[config.mk]
export PLATFORM = sky130hd
export DESIGN_NAME = fetch_ctrl
export DESIGN_NICKNAME = d
export VERILOG_FILES = /design/src/rtl/fetch_ctrl_pkg.sv /design/src/rtl/fetch_timeout_cnt.sv /design/src/rtl/fetch_ctrl.sv
export SDC_FILE = /design/constraint.sdc
export NUM_CORES = 1
export LEC_CHECK = 0
export BUFFER_PORTS_ARGS = -buffer_cell sky130_fd_sc_hd__buf_2
export CAP_MARGIN = 10
export CORE_MARGIN = 2
export CORE_UTILIZATION = 35
export CTS_CLUSTER_DIAMETER = 150
export DETAILED_ROUTE_END_ITERATION = 16
export PLACE_DENSITY = 0.56
export SLEW_MARGIN = 10
export SYNTH_ARGS = -nofsm -noshare
export SYNTH_HDL_FRONTEND = slang
export SYNTH_SLANG_ARGS = --single-unit
[constraint.sdc]
create_clock -name clk -period 2.28 [get_ports clk]
set_input_delay 0.228 -clock clk [delete_from_list [all_inputs] [get_ports clk]]
set_output_delay 0.228 -clock clk [all_outputs]
set_load 0.02 [all_outputs]
[src/rtl/fetch_ctrl_pkg.sv]
// Shared definitions for the fetch sequencer: state encoding, default widths
// (common with the PC register) and the timeout counter width.
package fetch_ctrl_pkg;
  localparam int ADDR_W_DEF = 18;
  localparam int DATA_W_DEF = 16;
  localparam int CNT_W      = 8;

  typedef enum logic [2:0] {
    S_IDLE  = 3'd0,
    S_RD    = 3'd1,
    S_CAP   = 3'd2,
    S_REQ   = 3'd3,
    S_ISSUE = 3'd4,
    S_WR    = 3'd5,
    S_FAULT = 3'd6
  } fetch_state_e;

  // Count value seen on the TIMEOUT-th wait cycle (count starts at 0).
  function automatic logic [CNT_W-1:0] term_val(input int timeout);
    return CNT_W'(timeout - 1);
  endfunction
endpackage

[src/rtl/fetch_timeout_cnt.sv]
// Loadable up-counter with clear/enable; term_o flags the last allowed wait cycle.
module fetch_timeout_cnt
  import fetch_ctrl_pkg::*;
#(
  parameter int TIMEOUT = 15
) (
  input  logic             clk,
  input  logic             rst,
  input  logic             clr_i,
  input  logic             en_i,
  input  logic             ld_i,
  input  logic [CNT_W-1:0] ld_val_i,
  output logic             term_o
);
  logic [CNT_W-1:0] cnt_q, cnt_d;

  always_comb begin
    cnt_d = cnt_q;
    if (clr_i)     cnt_d = '0;
    else if (ld_i) cnt_d = ld_val_i;
    else if (en_i) cnt_d = cnt_q + CNT_W'(1);
  end

  always_ff @(posedge clk) begin
    if (rst) cnt_q <= '0;
    else     cnt_q <= cnt_d;
  end

  assign term_o = (cnt_q == term_val(TIMEOUT));
endmodule

[src/rtl/fetch_ctrl.sv]
// Instruction-fetch sequencer: reads the PC register, fetches from memory,
// hands the word downstream with valid/ready and writes back the next PC.
module fetch_ctrl
  import fetch_ctrl_pkg::*;
#(
  parameter int ADDR_W  = ADDR_W_DEF,
  parameter int DATA_W  = DATA_W_DEF,
  parameter int TIMEOUT = 15
) (
  input  logic              clk,
  input  logic              rst,
  input  logic              run,
  output logic              re_PC,
  output logic              wr_PC,
  input  logic [ADDR_W-1:0] PC_cur,
  output logic [ADDR_W-1:0] PC_next,
  output logic              mem_rd,
  output logic [ADDR_W-1:0] mem_addr,
  input  logic              mem_ack,
  input  logic [DATA_W-1:0] mem_rdata,
  input  logic              br_taken,
  input  logic [ADDR_W-1:0] br_target,
  output logic [DATA_W-1:0] instr,
  output logic [ADDR_W-1:0] instr_pc,
  output logic              instr_valid,
  input  logic              instr_ready,
  output logic              fault
);
  fetch_state_e      state_q;
  logic              re_pc_q, wr_pc_q, mem_rd_q, instr_valid_q, fault_q;
  logic [ADDR_W-1:0] pc_next_q, fetch_addr_q, instr_pc_q;
  logic [DATA_W-1:0] instr_q;
  logic              in_req, to_term;

  assign in_req = (state_q == S_REQ);

  // Counter is re-armed on CAP so every fetch gets a full TIMEOUT window.
  fetch_timeout_cnt #(.TIMEOUT(TIMEOUT)) u_tmo (
    .clk     (clk),
    .rst     (rst),
    .clr_i   (in_req && mem_ack),
    .en_i    (in_req && !mem_ack),
    .ld_i    (state_q == S_CAP),
    .ld_val_i('0),
    .term_o  (to_term)
  );

  always_ff @(posedge clk) begin
    if (rst) begin
      state_q       <= S_IDLE;
      re_pc_q       <= 1'b0;
      wr_pc_q       <= 1'b0;
      mem_rd_q      <= 1'b0;
      instr_valid_q <= 1'b0;
      fault_q       <= 1'b0;
      pc_next_q     <= '0;
      fetch_addr_q  <= '0;
      instr_q       <= '0;
      instr_pc_q    <= '0;
    end else begin
      case (state_q)
        S_IDLE: if (run) begin
          state_q <= S_RD;
          re_pc_q <= 1'b1;
        end
        S_RD: begin
          state_q <= S_CAP;
          re_pc_q <= 1'b0;
        end
        S_CAP: begin
          state_q      <= S_REQ;
          fetch_addr_q <= PC_cur;
          mem_rd_q     <= 1'b1;
        end
        S_REQ: begin
          // Ack wins over a simultaneous timeout.
          if (mem_ack) begin
            state_q       <= S_ISSUE;
            mem_rd_q      <= 1'b0;
            instr_q       <= mem_rdata;
            instr_pc_q    <= fetch_addr_q;
            instr_valid_q <= 1'b1;
          end else if (to_term) begin
            state_q  <= S_FAULT;
            mem_rd_q <= 1'b0;
            fault_q  <= 1'b1;
          end
        end
        S_ISSUE: if (instr_ready) begin
          state_q       <= S_WR;
          pc_next_q     <= br_taken ? br_target : fetch_addr_q + ADDR_W'(1);
          instr_valid_q <= 1'b0;
          wr_pc_q       <= 1'b1;
        end
        S_WR: begin
          wr_pc_q <= 1'b0;
          if (run) begin
            state_q <= S_RD;
            re_pc_q <= 1'b1;
          end else begin
            state_q <= S_IDLE;
          end
        end
        S_FAULT: state_q <= S_FAULT;
        default: state_q <= S_IDLE;
      endcase
    end
  end

  assign re_PC       = re_pc_q;
  assign wr_PC       = wr_pc_q;
  assign PC_next     = pc_next_q;
  assign mem_rd      = mem_rd_q;
  assign mem_addr    = fetch_addr_q;
  assign instr       = instr_q;
  assign instr_pc    = instr_pc_q;
  assign instr_valid = instr_valid_q;
  assign fault       = fault_q;
endmodule

==> results.ini, run 1 <==
[global_routing]
antenna_found_initial=0
grt_pass1_vias=3332
grt_pass1_wl_um=16970
overflow=0
grt_use_total_pct=18.66
grt_max_degree=41

[yosys]
async_flop_share_pct=0
ys_seq_area_share_pct=45.04
synth_fa_ha_area_share_pct=0.9820
synth-xor-area-share_pct=3.437
yosysWarnings=0
avgSynthCellArea_um2=8.150
synth_edf_count=0
synth_top_family_by_area=simple AND/OR/NAND/NOR gates
ys_seq_elements=86
synth_cell_types=54
synth_compound_area_share_pct=15.74
ys.flop_type=dfxtp_1
synth_mux_area_share_pct=1.047
netlist_instances=469
synth_area_um2=3822
synthSimpleGateAreaFrac_pct=27.66
syn_nets=530

[finish]
final_common_cell=buf_2
instances_no_fill=732
design_area_um2=4783
mostFrequentLayoutCells=buf_2, nand2_1, dfxtp_1, a21oi_1, nor2_1
drive_above_1_share_pct=29.56
n_antenna_cell=0
nets=648
syn_to_final_growth_pct=25.14

[route]
ant_nets=0
drc=0
firstDrtPassIters=4
routed_via_density=4.967
wl_um=10870
drtIter0Drc=233
vias=3636
wl_per_cell_um=14.85

[clock_tree]
cts_sinks=86
cts_tree=built
htree_levels=3
path_clk_slew_ns=0.10
cts_root_buf=clkbuf_8
clock_path_buffers=2
insertion_delay_ns=0.37
post_cts_buffers=0
numCtsBuffers=9
holdBufCountCts=0
ctsResizeCount=0

[worst_setup_path]
cp_data_arrival_time_ns=2.13
worstSetupStartpoint=state_q[2]
worstPathMaxFanout=13
rrSetupSlack_ns=0.45
critPathCaptureType=flip-flop
required_ns=2.59
critPathKind=flip-flop to flip-flop
r2r_end=PC_next[5]
r2r_cells=4
startpoint_type=flip-flop
worstReg2RegStart=state_q[2]

[floorplanning]
dieArea_um2=11770
rows=38
initial_core_util_pct=35.57
core_um2=10750
die_x_um=108.5
ios=133
die_h_um=108.5

[worst_hold_path]
whs_path_depth=3
worstHoldPathType=primary input to flip-flop
min_to=instr[2]
hp-start=mem_rdata[2]

[placed_design]
gp_congestion=0.8580
portBuffers=132
placed_cells=716
place_area_um2=4557
place.detailed.hpwl_um=7757

[timing]
period_share_pct=80.07
setup_viol=0
min_period_ns=1.826
final_max_slew_viol_count=0
fmax_ghz=0.5477
relSlewSlack_pct=47.26
fin_setup_tns_ns=0
grt_setup_unrepaired=no
tightest_slew_ns=0.7899
final_hold_viol_count=0
holdWs_ns=0.08037
skew_ns=0.006576

[power_and_ir_drop]
vdd_drop_max_mv=0.2625
pwr_density_cell_nw_per_um2=677.2
p_leak_nw=1.973

[job]
cap_violations=0

[outcome]
status=completed

==> cells in the mapped netlist (all sizes together), types with 2 or more instances <==
library cell,number,area share (%)
nand2,124,12
dfxtp,86,45
a21oi,65,8.5
buf,22,3.9
nor2,19,1.9
clkbuf,15,1.5
nor3,13,2.0
nand3,12,1.8
nand4,11,2.7
o21ai,9,1.2
xnor2,9,2.1
a211oi,7,1.4
a31oi,7,1.1
inv,7,0.69
nand2b,6,0.98
xor2,6,1.4
and3,5,0.82
nor4,5,1.5
mux2i,4,1.0
ha,3,0.98
nand3b,3,0.59
nor2b,3,0.49
o211ai,3,0.59
o21a,3,0.59
nor3b,2,0.39
o311ai,2,0.46
or2,2,0.33
==> per-layer routing <==
layer | part of all wire [%] | GRT usage (%) | wire length (µm) | up-vias
met5 | 0 | 0 | 0 | -
met4 | 1.5 | 7.967 | 161 | 0
met3 | 7.1 | 3.376 | 774 | 14
met2 | 45 | 28.84 | 4851 | 119
met1 | 47 | 25.49 | 5081 | 1669
li1 | - | - | - | 1834
==> critical path, cell delays in order, from the launching register on <==
cell      delay (ns)
dfxtp_1         0.52
nor4bb_4        0.72
buf_4           0.26
nand3_1         0.08
a31oi_1         0.19
==> sequential cells by signal, summed over array words and instances (netlist names) <==
register and flops:
PC_next 18, instr_pc 18, mem_addr 18, instr 16, u_tmo.cnt_q 8, state_q 3, fault 1, instr_valid 1
mem_rd 1, re_PC 1, wr_PC 1
==> worst max path at each step <==
| stage | to | slack [ns] | cells past startpoint |
|---|---|---|---|
| 6_report | PC_next[5] | 0.45 | 4 |
| 2_1_floorplan | PC_next[14] | 0.55 | 5 |
| 3_3_place_gp | PC_next[5] | 0.59 | 4 |
| 4_1_cts | PC_next[5] | 0.48 | 4 |
| 3_5_place_dp | PC_next[5] | 0.51 | 4 |
| 5_1_grt | PC_next[1] | 0.32 | 4 |
==> through the flow <==
stage | power [W] | util, % | setup WS, ns
after detailed placement | 0.002031 | 42.41 | 0.5117
after global routing | 0.003381 | 44.52 | 0.3246
after floorplan | 0.001878 | - | 0.5461
after global placement | 0.002026 | 42.41 | 0.5930
final | 0.003239 | 44.52 | 0.4543
after CTS | 0.003272 | 44.52 | 0.4845
==> cell families (layout without fill, tap and decap cells) <==
kind of cell,after synthesis,count (layout)
DFF,86,86
xor gates and xnor gates,15,15
adders and majority gates,3,3
muxes,4,4
AOI/OAI and AO/OA,104,104
and+or+nand+nor,213,213
buffers and inverters,44,167
==> report_power, final <==
part	switching, W	internal [W]	leakage (nW)	total, W
clock	0.000612	0.000631	0.111	0.00124
combinational	0.000226	0.000143	1.17	0.000370
sequential	0.0000793	0.00155	0.695	0.00163
total	0.000918	0.00232	1.97	0.00324
==> final cells by class <==
cell class	instances	area, µm²
Tap cell	140	175.2
Timing Repair Buffer	144	750.7
Inverter	7	26.28
Multi-Input combinational cell	339	1883
Fill cell	1139	5962
Sequential cell	86	1722
Clock buffer	9	123.9
Clock inverter	7	102.6
(Power assumes the default switching activity.)
==> run 2, diff against run 1 <==
--- a/config.mk
+++ b/config.mk
@@ -5,13 +5,14 @@
 export SDC_FILE = /design/constraint.sdc
 export NUM_CORES = 1
 export LEC_CHECK = 0
+export ABC_AREA = 1
 export BUFFER_PORTS_ARGS = -buffer_cell sky130_fd_sc_hd__buf_2
 export CAP_MARGIN = 10
 export CORE_MARGIN = 2
 export CORE_UTILIZATION = 35
 export CTS_CLUSTER_DIAMETER = 150
 export DETAILED_ROUTE_END_ITERATION = 16
-export PLACE_DENSITY = 0.56
+export PLACE_DENSITY = 0.57
 export SLEW_MARGIN = 10
 export SYNTH_ARGS = -nofsm -noshare
 export SYNTH_HDL_FRONTEND = slang
==> constraint.sdc (replaced) <==
create_clock -name clk -period 1.85 [get_ports clk]
set_input_delay 0.185 -clock clk [delete_from_list [all_inputs] [get_ports clk]]
set_output_delay 0.185 -clock clk [all_outputs]
set_load 0.02 [all_outputs]
==> run 2 against run 1 <==
  * Clock-buffer cell count grew 3
  * Clock skew grew 0.0041 ns
  * Via count grew 0.36%
  * Power grew 33%
  * Largest power group unchanged
  * Highest routed layer unchanged
  * Synthesized area shrank 3.0%
  * Wire length shrank 3.7%
  * Sequential power grew 29%
  * Clock power grew 20%
  * Fmax grew 16%
==> results.ini, run 2 <==
[outcome]
status=completed

[yosys]
synth_area_um2=3709
netlist_instances=504
ys_seq_elements=86
async_flop_share_pct=0
synth_edf_count=0
synth_most_common_cell=nor2_1
yosysWarnings=0
synth_cell_types=28
yosys.area.top_type_share_pct=46.42
ys_seq_area_share_pct=46.42
yosys.area.top_type=dfxtp_1
ys.flop_type=dfxtp_1
syn_nets=565
avgSynthCellArea_um2=7.358
synth.top_cells.by_count=nor2_1, dfxtp_1, nand2_1, a21oi_1, o21ai_0
synth_area_leaders=dfxtp_1, nor2_1, a21oi_1

[global_routing]
overflow=0
antenna_found_initial=0
grt_use_met3_pct=4.316
grt_max_degree=52
top_usage_layer=met2
gr-usage-met1_pct=26.15
use_met2_pct=28.43
grt_pass1_vias=3412
grt_use_total_pct=18.70
grt_pass1_wl_um=16880

[placed_design]
pre_cts_ws_ns=0.3225
gp_congestion=0.8055
portBuffers=132
placed_cells=759
place.detailed.hpwl_um=7668

[worst_setup_path]
cp_slowest_cell=dfxtp_1
slowest_delay_ns=0.45
cp_data_arrival_time_ns=1.82
cpLargestDelayFamily=flip-flops
startpoint_type=flip-flop
worstSetupPathDepth=8
worstPathMaxFanout=6
r2r_cells=8
critPathCaptureType=flip-flop
crit_path_cell_trace=ha_1 -> nand3_1 -> inv_1 -> nand2_1 -> o21ai_0 -> nand3_1 -> nand2_1 -> a21oi_1
critPathKind=flip-flop to flip-flop
required_ns=2.09
critPathBufInv=1

[floorplanning]
core_um2=10320
rows=37
die_h_um=106.9
ios=133
die_x_um=106.9
initial_core_util_pct=35.92
dieArea_um2=11440

[power_and_ir_drop]
power_w=0.004321
vdd_drop_max_mv=0.3683
p_leak_nw=2.235
pwr_density_cell_nw_per_um2=913.8

[clock_tree]
htree_levels=3
numCtsBuffers=9
cts_sinks=86
holdBufCountCts=0
cts_root_buf=clkbuf_8
cts_tree=built
post_cts_buffers=0
path_clk_slew_ns=0.09
ctsResizeCount=0
insertion_delay_ns=0.36
clock_path_buffers=2

[timing]
fin_setup_tns_ns=0
holdWs_ns=0.04484
setup_ws_ns=0.2751
final_hold_viol_count=0
period_share_pct=85.13
min_period_ns=1.575
tightest_slew_ns=0.5021
relSlewSlack_pct=66.48
grt_setup_unrepaired=no
final_max_slew_viol_count=0
fmax_ghz=0.6350
skew_ns=0.01067
setup_viol=0

[finish]
final_common_cell=buf_2
fillCellCount=1095
mostFrequentLayoutCells=buf_2, nor2_1, dfxtp_1, nand2_1, a21oi_1
nets=695
n_antenna_cell=0
drive_above_1_share_pct=27.43
instances_no_fill=774
syn_to_final_growth_pct=27.50

[worst_hold_path]
worstHoldPathType=primary input to flip-flop
whs_path_depth=3

[route]
routed_via_density=4.714
firstDrtPassIters=4
ant_nets=0
drc=0
drtIter0Drc=244
wl_um=10460
vias=3649
wl_per_cell_um=13.52

[job]
cap_violations=0

==> run 2: final timing paths <==
kind	from	to	slack, ns
worst max-delay path	mem_addr[1]	PC_next[16]	0.28
worst min-delay path	mem_rdata[12]	instr[12]	0.04
worst max register to register	mem_addr[1]	PC_next[16]	0.28
worst min register to register	PC_next[17]	PC_next[17]	0.47
==> run 2: tightest hold or removal path, delay by kind of cell <==
family	cells	cell delay (ns)
and+or+nand+nor	2	0.11
buffers and inverters	1	0.07
==> run 2: layout make-up <==
cell class / count / area, µm² / share of cell area (%)
Multi-Input combinational cell: 362 / 1735 / 36.70
Sequential cell: 86 / 1722 / 36.41
Timing Repair Buffer: 143 / 755.7 / 15.98
Tap cell: 136 / 170.2 / 3.599
Clock buffer: 12 / 155.1 / 3.281
Inverter: 32 / 122.6 / 2.593
Clock inverter: 3 / 67.56 / 1.429
==> run 2: per-layer routing <==
metal,vias up,part of all wire [%],wire length (µm)
met3,8,6.1,639
met5,-,0,0
li1,1927,-,-
met2,106,43,4484
met4,0,1.1,117
met1,1608,50,5221
==> run 2: logic make-up after synthesis <==
family	share of synthesized area (%)
adders and majority gates	1.012
and+or+nand+nor	25.57
buffers and inverters	6.916
AOI/OAI and AO/OA	19.13
xor gates and xnor gates	0.9446
DFF	46.42
==> run 2: metrics by stage <==
step / util (%) / area, µm²
after floorplan: - / 3709
after global placement: 43.64 / 4506
after detailed placement: 43.64 / 4506
after CTS: 45.80 / 4728
after global routing: 45.80 / 4728
final: 45.80 / 4728
==> run 2: report_power, final <==
part | total [W] | internal, W | switching (W) | leakage, nW
registers | 0.00210 | 0.00196 | 0.000133 | 0.697
clock network | 0.00149 | 0.000828 | 0.000660 | 0.109
logic | 0.000736 | 0.000254 | 0.000482 | 1.43
